[config.mk]
export PLATFORM = sky130hd
export DESIGN_NAME = handshake_receiver
export DESIGN_NICKNAME = d
export VERILOG_FILES = /design/src/rtl/handshake_receiver_pkg.sv /design/src/rtl/handshake_receiver_fifo.sv /design/src/rtl/handshake_receiver.sv
export SDC_FILE = /design/constraint.sdc
export NUM_CORES = 1
export LEC_CHECK = 0
export ABC_CLOCK_PERIOD_IN_PS = 2500
export CAP_MARGIN = 0
export CORE_MARGIN = 1.5
export CORE_UTILIZATION = 50
export DETAILED_ROUTE_END_ITERATION = 10
export MAX_ROUTING_LAYER = met4
export PLACE_DENSITY = 0.85
export SLEW_MARGIN = 25
export SYNTH_ARGS = -nofsm -noshare
export SYNTH_HDL_FRONTEND = slang
export SYNTH_SLANG_ARGS = --single-unit
[constraint.sdc]
create_clock -name clk -period 2.5 [get_ports clk]
set_input_delay 0.75 -clock clk [delete_from_list [all_inputs] [get_ports clk]]
set_output_delay 0.75 -clock clk [all_outputs]
set_load 0.005 [all_outputs]
[src/rtl/handshake_receiver_pkg.sv]
// Shared definitions for the handshake receiver: checker state encoding and
// the width of the statistics counters.
package handshake_receiver_pkg;

    localparam int CNT_W = 16;
    localparam logic [CNT_W-1:0] CNT_MAX = '1;

    typedef enum logic {
        SYNC = 1'b0,
        RUN  = 1'b1
    } chk_state_t;

endpackage : handshake_receiver_pkg

[src/rtl/handshake_receiver_fifo.sv]
// Small synchronous FIFO used as the receive buffer; storage is not reset,
// only pointers and occupancy are.
module hs_sync_fifo #(
    parameter int DW    = 8,
    parameter int DEPTH = 4
) (
    input  logic          clk,
    input  logic          rst_n,
    input  logic          push,
    input  logic          pop,
    input  logic [DW-1:0] wdata,
    output logic [DW-1:0] rdata,
    output logic          full,
    output logic          empty
);

    localparam int AW = $clog2(DEPTH);
    localparam logic [AW-1:0] PTR_ONE = 1;
    localparam logic [AW:0]   CNT_ONE = 1;
    localparam logic [AW:0]   CNT_FULL = DEPTH[AW:0];

    logic [DW-1:0] r_mem [DEPTH];
    logic [AW-1:0] r_wrPtr;
    logic [AW-1:0] r_rdPtr;
    logic [AW:0]   r_count;

    logic w_doPush;
    logic w_doPop;

    assign full     = (r_count == CNT_FULL);
    assign empty    = (r_count == '0);
    assign w_doPush = push && !full;
    assign w_doPop  = pop && !empty;
    assign rdata    = r_mem[r_rdPtr];

    always_ff @(posedge clk) begin
        if (w_doPush) begin
            r_mem[r_wrPtr] <= wdata;
        end
    end

    always_ff @(posedge clk) begin
        if (!rst_n) begin
            r_wrPtr <= '0;
            r_rdPtr <= '0;
            r_count <= '0;
        end else begin
            if (w_doPush) begin
                r_wrPtr <= r_wrPtr + PTR_ONE;
            end
            if (w_doPop) begin
                r_rdPtr <= r_rdPtr + PTR_ONE;
            end
            // Simultaneous push and pop leave occupancy unchanged.
            case ({w_doPush, w_doPop})
                2'b10:   r_count <= r_count + CNT_ONE;
                2'b01:   r_count <= r_count - CNT_ONE;
                default: r_count <= r_count;
            endcase
        end
    end

endmodule : hs_sync_fifo

[src/rtl/handshake_receiver.sv]
// Valid/ready receiver: buffers words in a FIFO, drains them when the consumer
// allows, and checks that accepted words form an incrementing sequence.
module handshake_receiver
    import handshake_receiver_pkg::*;
#(
    parameter int DW    = 8,
    parameter int DEPTH = 4
) (
    input  logic             clk,
    input  logic             rst_n,
    input  logic             valid_i,
    input  logic [DW-1:0]    data_i,
    output logic             ready_o,
    input  logic             random_stall,
    input  logic             clr_i,
    output logic             rx_vld_o,
    output logic [DW-1:0]    rx_data_o,
    output logic             err_o,
    output logic [CNT_W-1:0] err_cnt_o,
    output logic [CNT_W-1:0] rx_cnt_o
);

    localparam logic [DW-1:0]    DATA_ONE = 1;
    localparam logic [CNT_W-1:0] STAT_ONE = 1;

    logic          w_full;
    logic          w_empty;
    logic          w_push;
    logic          w_pop;
    logic [DW-1:0] w_rdata;

    chk_state_t    r_state;
    chk_state_t    w_nextState;
    logic [DW-1:0] r_expected;
    logic [DW-1:0] w_nextExpected;
    logic          w_mismatch;

    logic             r_rxVld;
    logic [DW-1:0]    r_rxData;
    logic             r_err;
    logic [CNT_W-1:0] r_errCnt;
    logic [CNT_W-1:0] r_rxCnt;

    // ready_o depends only on registered occupancy, never on valid_i.
    assign ready_o = !w_full;
    assign w_push  = valid_i && ready_o;
    assign w_pop   = random_stall && !w_empty;

    hs_sync_fifo #(
        .DW    (DW),
        .DEPTH (DEPTH)
    ) u_fifo (
        .clk   (clk),
        .rst_n (rst_n),
        .push  (w_push),
        .pop   (w_pop),
        .wdata (data_i),
        .rdata (w_rdata),
        .full  (w_full),
        .empty (w_empty)
    );

    always_ff @(posedge clk) begin
        if (!rst_n) begin
            r_rxVld  <= 1'b0;
            r_rxData <= '0;
        end else begin
            r_rxVld <= w_pop;
            if (w_pop) begin
                r_rxData <= w_rdata;
            end
        end
    end

    always_comb begin
        w_nextState    = r_state;
        w_nextExpected = r_expected;
        w_mismatch     = 1'b0;
        if (w_push) begin
            case (r_state)
                SYNC: begin
                    w_nextState    = RUN;
                    w_nextExpected = data_i + DATA_ONE;
                end
                RUN: begin
                    if (data_i == r_expected) begin
                        w_nextExpected = r_expected + DATA_ONE;
                    end else begin
                        w_mismatch     = 1'b1;
                        w_nextExpected = data_i + DATA_ONE;
                    end
                end
                default: w_nextState = SYNC;
            endcase
        end
    end

    // Clear wins over a push in the same cycle; that word is neither checked nor counted.
    always_ff @(posedge clk) begin
        if (!rst_n) begin
            r_state    <= SYNC;
            r_expected <= '0;
            r_err      <= 1'b0;
            r_errCnt   <= '0;
            r_rxCnt    <= '0;
        end else if (clr_i) begin
            r_state  <= SYNC;
            r_err    <= 1'b0;
            r_errCnt <= '0;
            r_rxCnt  <= '0;
        end else begin
            r_state    <= w_nextState;
            r_expected <= w_nextExpected;
            if (w_push) begin
                r_rxCnt <= r_rxCnt + STAT_ONE;
            end
            if (w_mismatch) begin
                r_err <= 1'b1;
                if (r_errCnt != CNT_MAX) begin
                    r_errCnt <= r_errCnt + STAT_ONE;
                end
            end
        end
    end

    assign rx_vld_o  = r_rxVld;
    assign rx_data_o = r_rxData;
    assign err_o     = r_err;
    assign err_cnt_o = r_errCnt;
    assign rx_cnt_o  = r_rxCnt;

endmodule : handshake_receiver

==> impl_metrics.csv <==
group,metric,value,unit
clock_network,htreeDepth,3,
timing,finalSetupViolCount,0,
clock_network,clockBufferDepth,2,
synth,synth-seq-area-share,50.72,%
global_routing,grt.overflow.total,0,
floorplanning,die-width,94.48,um
synth,synth_flop_cell,"dfxtp_1",
placement,place.gp.congestion,0.9143,
status,status,"finished, final reports clean",
timing,worstMarginPinSlew,0.6066,ns
setup_path,arrival,2.63,ns
route,wire_per_inst,15.56,um
synth,syn_area,4184,um^2
route,drt-met1-wl,3.969,mm
route,dr_wl_met2,4.605,mm
synth,synth_area_per_cell,10.41,um^2
route,post_drt_via_cell_ratio,5.663,
cells_and_area,syn2layout_area_growth,24.22,%
timing,skew,0.01118,ns
timing,max_freq,427.2,MHz
placement,place_hpwl,6.609,mm
placement,placed_cells,571,
min_path,min_to,"rx_data_o[6]",
floorplanning,initial_core_util,51.18,%
min_path,holdCritStartpoint,"rx_data_o[6]",
global_routing,grt_pass1_vias,3209,
power_and_ir_drop,power_density,689.1,nW/um^2
clock_network,cts_buffers,9,
min_path,min_path_cells,2,
synth,netlist_instances,402,
cells_and_area,nNetsFinal,500,
route,drt_wl_total,9.131,mm
floorplanning,ioPinCount,56,
cells_and_area,nFillCells,644,
route,drt_pass1_iterations,5,
cells_and_area,utilization,63.58,%
setup_path,end_kind,"flip-flop",
global_routing,grt_pass1_wl,14.95,mm
synth,synth_edf_count,32,
clock_network,cts_setup_buffers,0,
setup_path,reg2regPathDepth,9,
global_routing,grt_max_degree,27,
cells_and_area,multi_input_area,1907,um^2
setup_path,path_class,"input pin to flip-flop",
setup_path,cp_max_fo,2,
cells_and_area,instances_no_fill,587,
power_and_ir_drop,vdd_ir_drop_max,0.3255,mV
job,maxCapViolations,0,
setup_path,start_kind,"input pin",
synth,syn_nets,425,
floorplanning,core-area,8175,um^2
min_path,hp-class,"flip-flop to flip-flop",
timing,drv_slew,0,
floorplanning,fp.dieArea,8926,um^2
timing,holdWs,0.4602,ns
route,top_layer,"met4",
setup_path,reg2reg_to,"u_fifo.r_count[2]",
route,vias,3324,
timing,slew_headroom,59.51,%
setup_path,reg2reg_slack,0.18,ns
timing,finalCriticalPeriod,2.341,ns
route,drc,0,
clock_network,cts.sinks,90,
clock_network,clockRootBuffer,"clkbuf_8",
cells_and_area,diodes,0,
global_routing,antenna_found_initial,0,
synth,synth.distinct_cells,52,
synth,synth-async-reset-ratio,0,%
cells_and_area,design_area,5197,um^2
global_routing,grt_util_all_layers,22.16,%
power_and_ir_drop,power_leakage,1.767,nW
cells_and_area,seqCellArea,2125,um^2
route,drt_iter0_markers,205,
clock_network,cts_tree,"yes",
synth,yosys_register_bits,90,
timing,rsz0062_at_grt,"false",
synth,yosysWarningCount,0,
floorplanning,dieHeight,94.48,um
setup_path,r2r-start,"u_fifo.r_count[0]",
timing,hold_viol_final,0,
route,met3_length,413,um
clock_network,insertion_delay,0.37,ns
setup_path,required,2.79,ns
floorplanning,fp-row-count,33,
placement,dpl-instance-area,4991,um^2
timing,post-route-period-util,93.64,%
clock_network,clk_pin_slew,0.09,ns
cells_and_area,drive_above_1_share,14.52,%
placement,io_buffers,55,
route,final_antenna_net_count,0,
-- metal layers --
layer,vias to the layer above,track usage [%]
met5,-,-
met4,0,7.711
met1,1603,27.59
met2,84,36.45
li1,1624,-
met3,13,3.865
-- synth_stat cells (all sizes together), types with 5 or more instances --
cell | n | area [um^2]
a21oi | 26 | 130.1
and3 | 16 | 110.1
buf | 11 | 75.07
clkbuf | 10 | 37.54
dfxtp | 58 | 1161
edfxtp | 32 | 960.9
ha | 9 | 112.6
inv | 12 | 45.04
mux4 | 8 | 180.2
nand2 | 35 | 131.4
nand3 | 23 | 115.1
nand4 | 10 | 75.07
nor2 | 31 | 116.4
nor3 | 11 | 55.05
nor4 | 5 | 31.28
o21ai | 14 | 70.07
o31ai | 9 | 72.57
or4 | 8 | 60.06
xnor2 | 25 | 219.0
xor2 | 6 | 52.55
-- power by group --
part	switching, W	internal [W]
clock	0.000522	0.000497
sequential	0.000134	0.00167
combinational	0.000362	0.000401
-- placed cells by master (no fill, tap or decap), types with 10 or more instances in the layout --
| master | instances |
|---|---|
| and3_1 | 14 |
| nand3_1 | 23 |
| clkbuf_8 | 10 |
| xnor2_1 | 25 |
| o21ai_0 | 10 |
| edfxtp_1 | 32 |
| nand2_1 | 35 |
| nor3_1 | 11 |
| buf_4 | 29 |
| clkdlybuf4s50_1 | 54 |
| inv_1 | 12 |
| nor2_1 | 31 |
| dfxtp_1 | 56 |
| a21oi_1 | 26 |
-- cells by family (layout without fill, tap and decap cells) --
| group | Yosys count | count (layout) | share of synthesized area [%] |
|---|---|---|---|
| compound gates | 67 | 67 | 10.38 |
| xor+xnor | 31 | 31 | 6.489 |
| fa+ha+maj | 10 | 10 | 3.170 |
| buf+inv | 33 | 113 | 3.768 |
| flops | 90 | 90 | 50.72 |
| mux | 11 | 11 | 5.024 |
| simple gates | 160 | 160 | 20.45 |
-- worst max-delay path by stage --
stage	startpoint	endpoint	slack (ns)	cells past startpoint
2_1_floorplan	u_fifo.r_count[0]	u_fifo.r_count[2]	0.006	11
3_3_place_gp	valid_i	u_fifo.r_count[2]	-0.14	9
3_5_place_dp	valid_i	u_fifo.r_count[2]	-0.19	9
4_1_cts	valid_i	u_fifo.r_count[2]	0.17	9
5_1_grt	valid_i	u_fifo.r_count[2]	0.09	9
6_report	valid_i	u_fifo.r_count[2]	0.16	9
-- flip-flops by register name, summed over array words and instances (netlist names) --
signal / count
rx_data_o: 8
rx_cnt_o: 16
r_state: 1
u_fifo.r_count: 3
u_fifo.r_mem: 32
rx_vld_o: 1
err_o: 1
r_expected: 8
u_fifo.r_rdPtr: 2
err_cnt_o: 16
u_fifo.r_wrPtr: 2
-- critical path: stages --
cell             delay (ns)
clkdlybuf4s50_1        0.42
and2_4                 0.15
inv_1                  0.09
ha_1                   0.17
inv_1                  0.07
fa_1                   0.37
xor2_1                 0.16
or3_1                  0.31
a21oi_1                0.14
-- layout make-up --
| type | instances | share of cell area (%) |
|---|---|---|
| Timing Repair Buffer | 85 | 15.14 |
| Sequential cell | 90 | 40.88 |
| Inverter | 12 | 0.8666 |
| Clock buffer | 11 | 2.720 |
| Clock inverter | 5 | 1.180 |
| Multi-Input combinational cell | 279 | 36.69 |
| Tap cell | 105 | 2.528 |
-- through the flow --
step | setup slack, ns | total power (W) | setup TNS (ns)
2_1_floorplan | 0.006205 | 0.002281 | 0
3_3_place_gp | -0.1432 | 0.002534 | -0.4002
3_5_place_dp | -0.1918 | 0.002592 | -1.089
4_1_cts | 0.1740 | 0.003587 | 0
5_1_grt | 0.08724 | 0.003736 | 0
6_report | 0.1591 | 0.003582 | 0
-- repair_timing --
action	4_1_cts	5_1_grt
resized for setup	4	0
setup endpoints to repair	1	0
hold buffers	0	0
Note: power is estimated with default switching activity, not from simulation.
==> patch 1 (same flow settings) <==
`DW` is set to 8 in 2 places; all go to 7.
--- a/src/rtl/handshake_receiver_fifo.sv
+++ b/src/rtl/handshake_receiver_fifo.sv
@@ -1,7 +1,7 @@
 // Small synchronous FIFO used as the receive buffer; storage is not reset,
 // only pointers and occupancy are.
 module hs_sync_fifo #(
-    parameter int DW    = 8,
+    parameter int DW    = 7,
     parameter int DEPTH = 4
 ) (
     input  logic          clk,
--- a/src/rtl/handshake_receiver.sv
+++ b/src/rtl/handshake_receiver.sv
@@ -3,7 +3,7 @@
 module handshake_receiver
     import handshake_receiver_pkg::*;
 #(
-    parameter int DW    = 8,
+    parameter int DW    = 7,
     parameter int DEPTH = 4
 ) (
     input  logic             clk,
Ports: changed (resized data_i and rx_data_o); port bits go from 56 to 54. The function was not compared with the original's and may differ.
==> patch 1 against the unedited design <==
  * Critical path depth stayed put
  * Sequential cell count fell by 6
  * Synthesized area shrank 5.9%
  * Wire length down 5.3%
  * Largest power group unchanged
  * Power decreased by 4.0%
  * Global-route usage up 0.26 points
  * Final cell count shrank 3.4%
  * Cell area down 4.6%
  * Non-clock buffer count unchanged
  * Worst setup slack lost 39 ps
==> patch 1: results (changes against the unedited design) <==
- Largest net degree at the start of global routing: 21 (-22%)
- Syn_nets: 404 (-4.9%)
- Psw: 0.950 mW (-6.5%)
- Buf/Inv on CP: 3 (unchanged)
- Largest reg by FF count: u_fifo.r_mem
- Synth Flop Type: dfxtp_1
- Synth top area cells: dfxtp_1, edfxtp_1, mux4_2, nand2_1, xnor2_1
- Top Family by Delay on Critical Path: buffers and inverters
- Pre-CTS setup slack: -199 ps (-6.77 ps)
- Ys Warns: 0 (unchanged)
- All-Layer GR Usage: 0.224 (+0.00263)
- Max stage delay on crit path: approximately 430 ps
- Clock tree buffer depth: 2 (unchanged)
- Mapped Cells: 382 (-5.0%)
- Number of fill cells: 612 (-5.0%)
- CTS H-tree lvls: 3 (unchanged)
- Clock skew: 6.60 ps (-4.58 ps)
- Placed cell count: 551 (-3.5%)
- Worst slew margin: 0.625 (+0.0296)
- Worst path arrival time: 2650 ps (+20 ps)
- Final wirelength: 8.65 mm (-5.3%)
- Clock root buffer: clkbuf_8
- Sequential element share of the synthesized area: 0.498 (-0.00908)
- Leakage power: 1.70 nW (-3.8%)
- Final std cells w/o fill: 567 (-3.4%)
- CP max stage cell: clkdlybuf4s50_1
- TritonRoute pass-1 iters: 4 (-1)
- Latest clock arrival within the worst-skew pair: 350 ps (-20 ps)
- Buffers on Ports: 53 (-3.6%)
- Synth cell count leaders: dfxtp_1, nand2_1, nor2_1
- DR iter-0 viols: 177 (-14%)
- Hpwl dp: 6.12 mm (-7.4%)
- Nets: 482 (-3.6%)
- RD Place Congestion: 0.855 (-6.5%)
- Status: finished clean
- Post-synth EDFFs: 28 (-13%)
- First-pass GRT wire length: 14.6 mm (-2.4%)
- Max VDD drop: 0.000334 V (+2.6%)
- Max reg flops: 28 (-13%)
- Layout cells sized above 1: 0.155 (+0.00961)
- Antenna Cells: 0 (unchanged)
- Distinct cell type count of the synthesized netlist: 46 (-12%)
- Number of global-route vias before repair: 3164 (-1.4%)
- CTS Buf Count: 9 (unchanged)
- Clock Pin Slew Worst Setup and Hold Paths: roughly 80 ps
- Initial antenna violation count: 0 (unchanged)
- Worst Hold Class: register to register
- Post-synthesis async set-or-reset flop share: 0 (unchanged)
- Maximum fanout along the worst path: 2 (unchanged)
- Vias per cell: 5.62 (-0.80%)
-- patch 1: area by class of cell --
| type | count | area share |
|---|---|---|
| repair buffers | 85 | 0.159 |
| clock buffers | 10 | 0.0257 |
| flip-flops and latches | 84 | 0.396 |
| well taps | 102 | 0.0257 |
| clock inverters | 6 | 0.0179 |
| multi-input cells | 270 | 0.368 |
| inverters | 10 | 0.00757 |
-- patch 1: worst paths after layout --
path | cells past startpoint | slack (ps) | startpoint | end
max | 9 | 120 | valid_i | u_fifo.r_count[2]
min | 2 | 460 | rx_data_o[1] | rx_data_o[1]
max reg2reg | 9 | 170 | u_fifo.r_count[0] | u_fifo.r_count[2]
min reg2reg | 2 | 460 | rx_data_o[1] | rx_data_o[1]
-- patch 1: per-layer routing --
metal,routed length [um],vias up,global-route usage,share of wire
li1,-,1549,-,-
met4,186,0,0.0974,0.022
met2,4400,75,0.374,0.51
met5,0,-,-,0
met1,3810,1542,0.270,0.44
met3,259,19,0.0348,0.030
-- patch 1: through the flow --
| step | cell area, um2 | setup TNS, ps | hold WS [ps] | power, mW |
|---|---|---|---|---|
| after floorplan | 3940 | 0 | 453 | 2.11 |
| after detailed placement | 4730 | -1750 | 456 | 2.41 |
| final | 4960 | 0 | 464 | 3.44 |
| after global placement | 4730 | -680 | 443 | 2.35 |
| after CTS | 4950 | 0 | 467 | 3.46 |
| after global routing | 4960 | 0 | 489 | 3.60 |
-- patch 1: cells by family after synthesis --
family,count (synthesis),share of synthesized area
and+or+nand+nor,157,0.204
DFF,84,0.498
AOI/OAI and AO/OA,61,0.106
xor gates and xnor gates,30,0.0667
buffers and inverters,28,0.0391
muxes,12,0.0527
adders and majority gates,10,0.0337
-- patch 1: worst reg2reg max path, cell delays in order (launching register included) --
cell and delay (ps):
dfxtp_2 350, or3b_4 400, and2_4 170, inv_1 80
ha_1 170, inv_1 60, fa_1 370, xor2_1 160
or3_1 320, a21oi_1 180
-- patch 1: power by group through the flow --
stage	clock network, mW	registers (mW)	logic [mW]
global placement	0	1.68	0.664
finish	1.05	1.67	0.718
global route	1.12	1.69	0.790
detailed placement	0	1.70	0.709
CTS	1.07	1.67	0.720
floorplan	0	1.64	0.475
-- patch 1: timing repair --
item,in CTS,in global routing
pin swaps,0,0
buffers inserted,0,0
gates resized for setup,3,1
setup endpoints to repair,1,1
==> patch 2 (same flow settings) <==
Without the edit above. Reset style: asynchronous (`rst_n`), changed in 3 clocked blocks.
--- a/src/rtl/handshake_receiver_fifo.sv
+++ b/src/rtl/handshake_receiver_fifo.sv
@@ -39,7 +39,7 @@
         end
     end
 
-    always_ff @(posedge clk) begin
+    always_ff @(posedge clk or negedge rst_n) begin
         if (!rst_n) begin
             r_wrPtr <= '0;
             r_rdPtr <= '0;
--- a/src/rtl/handshake_receiver.sv
+++ b/src/rtl/handshake_receiver.sv
@@ -60,7 +60,7 @@
         .empty (w_empty)
     );
 
-    always_ff @(posedge clk) begin
+    always_ff @(posedge clk or negedge rst_n) begin
         if (!rst_n) begin
             r_rxVld  <= 1'b0;
             r_rxData <= '0;
@@ -96,7 +96,7 @@
     end
 
     // Clear wins over a push in the same cycle; that word is neither checked nor counted.
-    always_ff @(posedge clk) begin
+    always_ff @(posedge clk or negedge rst_n) begin
         if (!rst_n) begin
             r_state    <= SYNC;
             r_expected <= '0;
Check against the original RTL: differs if rst_n is asserted again (counterexample within 4 cycles, from zero or initial values and one cycle with rst_n low); with rst_n held inactive, the same outputs for 4 cycles.
==> patch 2 against the unedited design <==
  * Sequential cell count did not move
  * Non-clock buffer count grew 3
  * Wire length fell by 0.34%
  * Worst hold slack lost 250 ps
  * Die area rose by 2.9%
  * Fmax shrank 1.3%
  * Power up 21%
  * Cell area grew 3.7%
  * Worst setup slack got worse by 30 ps
  * Synthesized area rose by 3.0%
  * Global-route usage rose by 0.28 points
  * Critical path type unchanged
  * Critical endpoint is now err_cnt_o[15]
  * Largest cell class unchanged
==> patch 2: results (changes against the unedited design) <==
- Nets: 483 (-3.4%)
- All-Layer GR Usage: 0.224 (+0.00275)
- Clock root buffer: clkbuf_8
- Distinct cell type count of the synthesized netlist: 42 (-19%)
- CP max stage cell: clkdlybuf4s50_1
- Post-Synth XOR/XNOR Area: 0.0711 (+0.00623)
- Syn_nets: 398 (-6.4%)
- RD Place Congestion: 0.860 (-5.9%)
- Routing usage on met2: 0.369 (+0.00404)
- CTS H-tree lvls: 3 (unchanged)
- Synth cell count leaders: dfrtp_1, nand2_1, edfxtp_1
- Max stage delay on crit path: 510 ps (+90 ps)
- Layout cells sized above 1: 0.148 (+0.00316)
- Max VDD drop: 0.000379 V (+17%)
- Antenna Cells: 0 (unchanged)
- CTS Buf Count: 9 (unchanged)
- Worst Hold Class: input port to async pin
- Clock tree buffer depth: 2 (unchanged)
- GRT met1 Usage: 0.281 (+0.00537)
- Leakage power: 2.20 nW (+25%)
- Post-synth EDFFs: 32 (unchanged)
- Cts hold-fix bufs: 0 (unchanged)
- Adder-cell share of the synthesized area: 0.0308 (-0.000929)
- Hold WS: 207 ps (-253 ps)
- DR vias: 3193 (-3.9%)
- Post-synthesis async set-or-reset flop share: 0.644 (+0.644)
- Compound-cell area share of the yosys netlist: 0.0685 (-0.0353)
- Number of fill cells: 624 (-3.1%)
- Max reg flops: 32 (unchanged)
- Hpwl dp: 6.57 mm (-0.59%)
- Worst path arrival time: 2620 ps (about the same)
- Buffers on Ports: 55 (unchanged)
- Latest clock arrival within the worst-skew pair: roughly 360 ps
- Largest reg by FF count: u_fifo.r_mem
- Wire per inst: 16.0 um (+2.6%)
- TritonRoute pass-1 iters: 4 (-1)
- Maximum fanout along the worst path: 26 (+24)
- Largest net degree at the start of global routing: 28 (+3.7%)
- Top Family by Delay on Critical Path: buffers and inverters
- Clock skew: 10.7 ps (-0.469 ps)
- Initial antenna violation count: 0 (unchanged)
- Cell Int Power: 2.95 mW (+15%)
- R2R Setup Slk: 300 ps (+120 ps)
- Met3 Resource Use GR: 0.0355 (-0.00310)
- Ys Warns: 0 (unchanged)
- Worst slew margin: 0.606 (+0.0108)
- Sequential element share of the synthesized area: 0.560 (+0.0525)
- Mux contribution to synthesized area: 0.0662 (+0.0159)
- First-pass GRT wire length: 15.3 mm (+2.1%)
- Synth top area cells: dfrtp_1, edfxtp_1, xor2_1, mux4_2, nand2_1
- DR iter-0 viols: 181 (-12%)
- R2R cell count: 10 (+1)
- Clock Pin Slew Worst Setup and Hold Paths: about 100 ps
- Status: finished clean
==> patch 2: cell types whose count changed after synthesis, sizes merged, moves of 7 or more <==
cell,delta
xnor2,-13
nor3,-8
nand2,+10
dfrtp,+58
xor2,+17
a21oi,-7
dfxtp,-58
==> patch 2: final cells by class <==
cell class              instances  area (um2)  share of cell area
clock inverters                 7        83.8              0.0156
inverters                      17        63.8              0.0118
well taps                     105         131              0.0244
multi-input cells             254        1760               0.327
flip-flops and latches         90        2410               0.448
clock buffers                   9         124              0.0230
repair buffers                 88         808               0.150
==> patch 2: per-stage QoR <==
stage | cell area [um2] | worst slack (ps) | util | std cells
after floorplan | 4310 | 228 | - | 375
after global placement | 5150 | -255 | 0.621 | 552
after detailed placement | 5150 | -294 | 0.621 | 552
after CTS | 5370 | 47.1 | 0.646 | 568
after global routing | 5390 | 14.4 | 0.649 | 570
final | 5390 | 129 | 0.649 | 570
==> patch 2: power by group through the flow <==
stage,clock (mW),sequential (mW),combinational (mW)
2_1_floorplan,0,2.01,0.762
3_3_place_gp,0,2.09,1.09
3_5_place_dp,0,2.12,1.15
4_1_cts,1.05,2.10,1.17
5_1_grt,1.13,2.14,1.33
6_report,1.04,2.09,1.19
==> patch 2: kinds of logic after synthesis <==
group	after synthesis
XOR/XNOR	35
adder cells (fa/ha/maj)	10
multiplexers	18
AO/OA/AOI/OAI	47
buffers and inverters	31
flip-flops	90
AND/OR/NAND/NOR	144
==> patch 2: layer usage <==
metal	up-vias	part of all wire
met1	1575	0.43
met5	-	0
met4	0	0.019
met2	76	0.52
met3	22	0.034
li1	1520	-
==> patch 2: path summary, 6_finish.rpt <==
kind                              startpoint                end
setup reg to reg           u_fifo.r_count[0]  u_fifo.r_count[2]
setup / recovery                   data_i[3]      err_cnt_o[15]
max in group asynchronous              rst_n  u_fifo.r_count[0]
min in group clk                rx_data_o[7]       rx_data_o[7]
hold / removal                         rst_n       rx_cnt_o[12]
hold reg to reg                 rx_data_o[7]       rx_data_o[7]
==> patch 2: what timing repair did <==
item                                   4_1_cts  5_1_grt
buffers inserted                             0        2
setup endpoints to repair                    1        2
endpoints found under the hold margin        0        0
pin swaps                                    0        1
resized for setup                            3        2
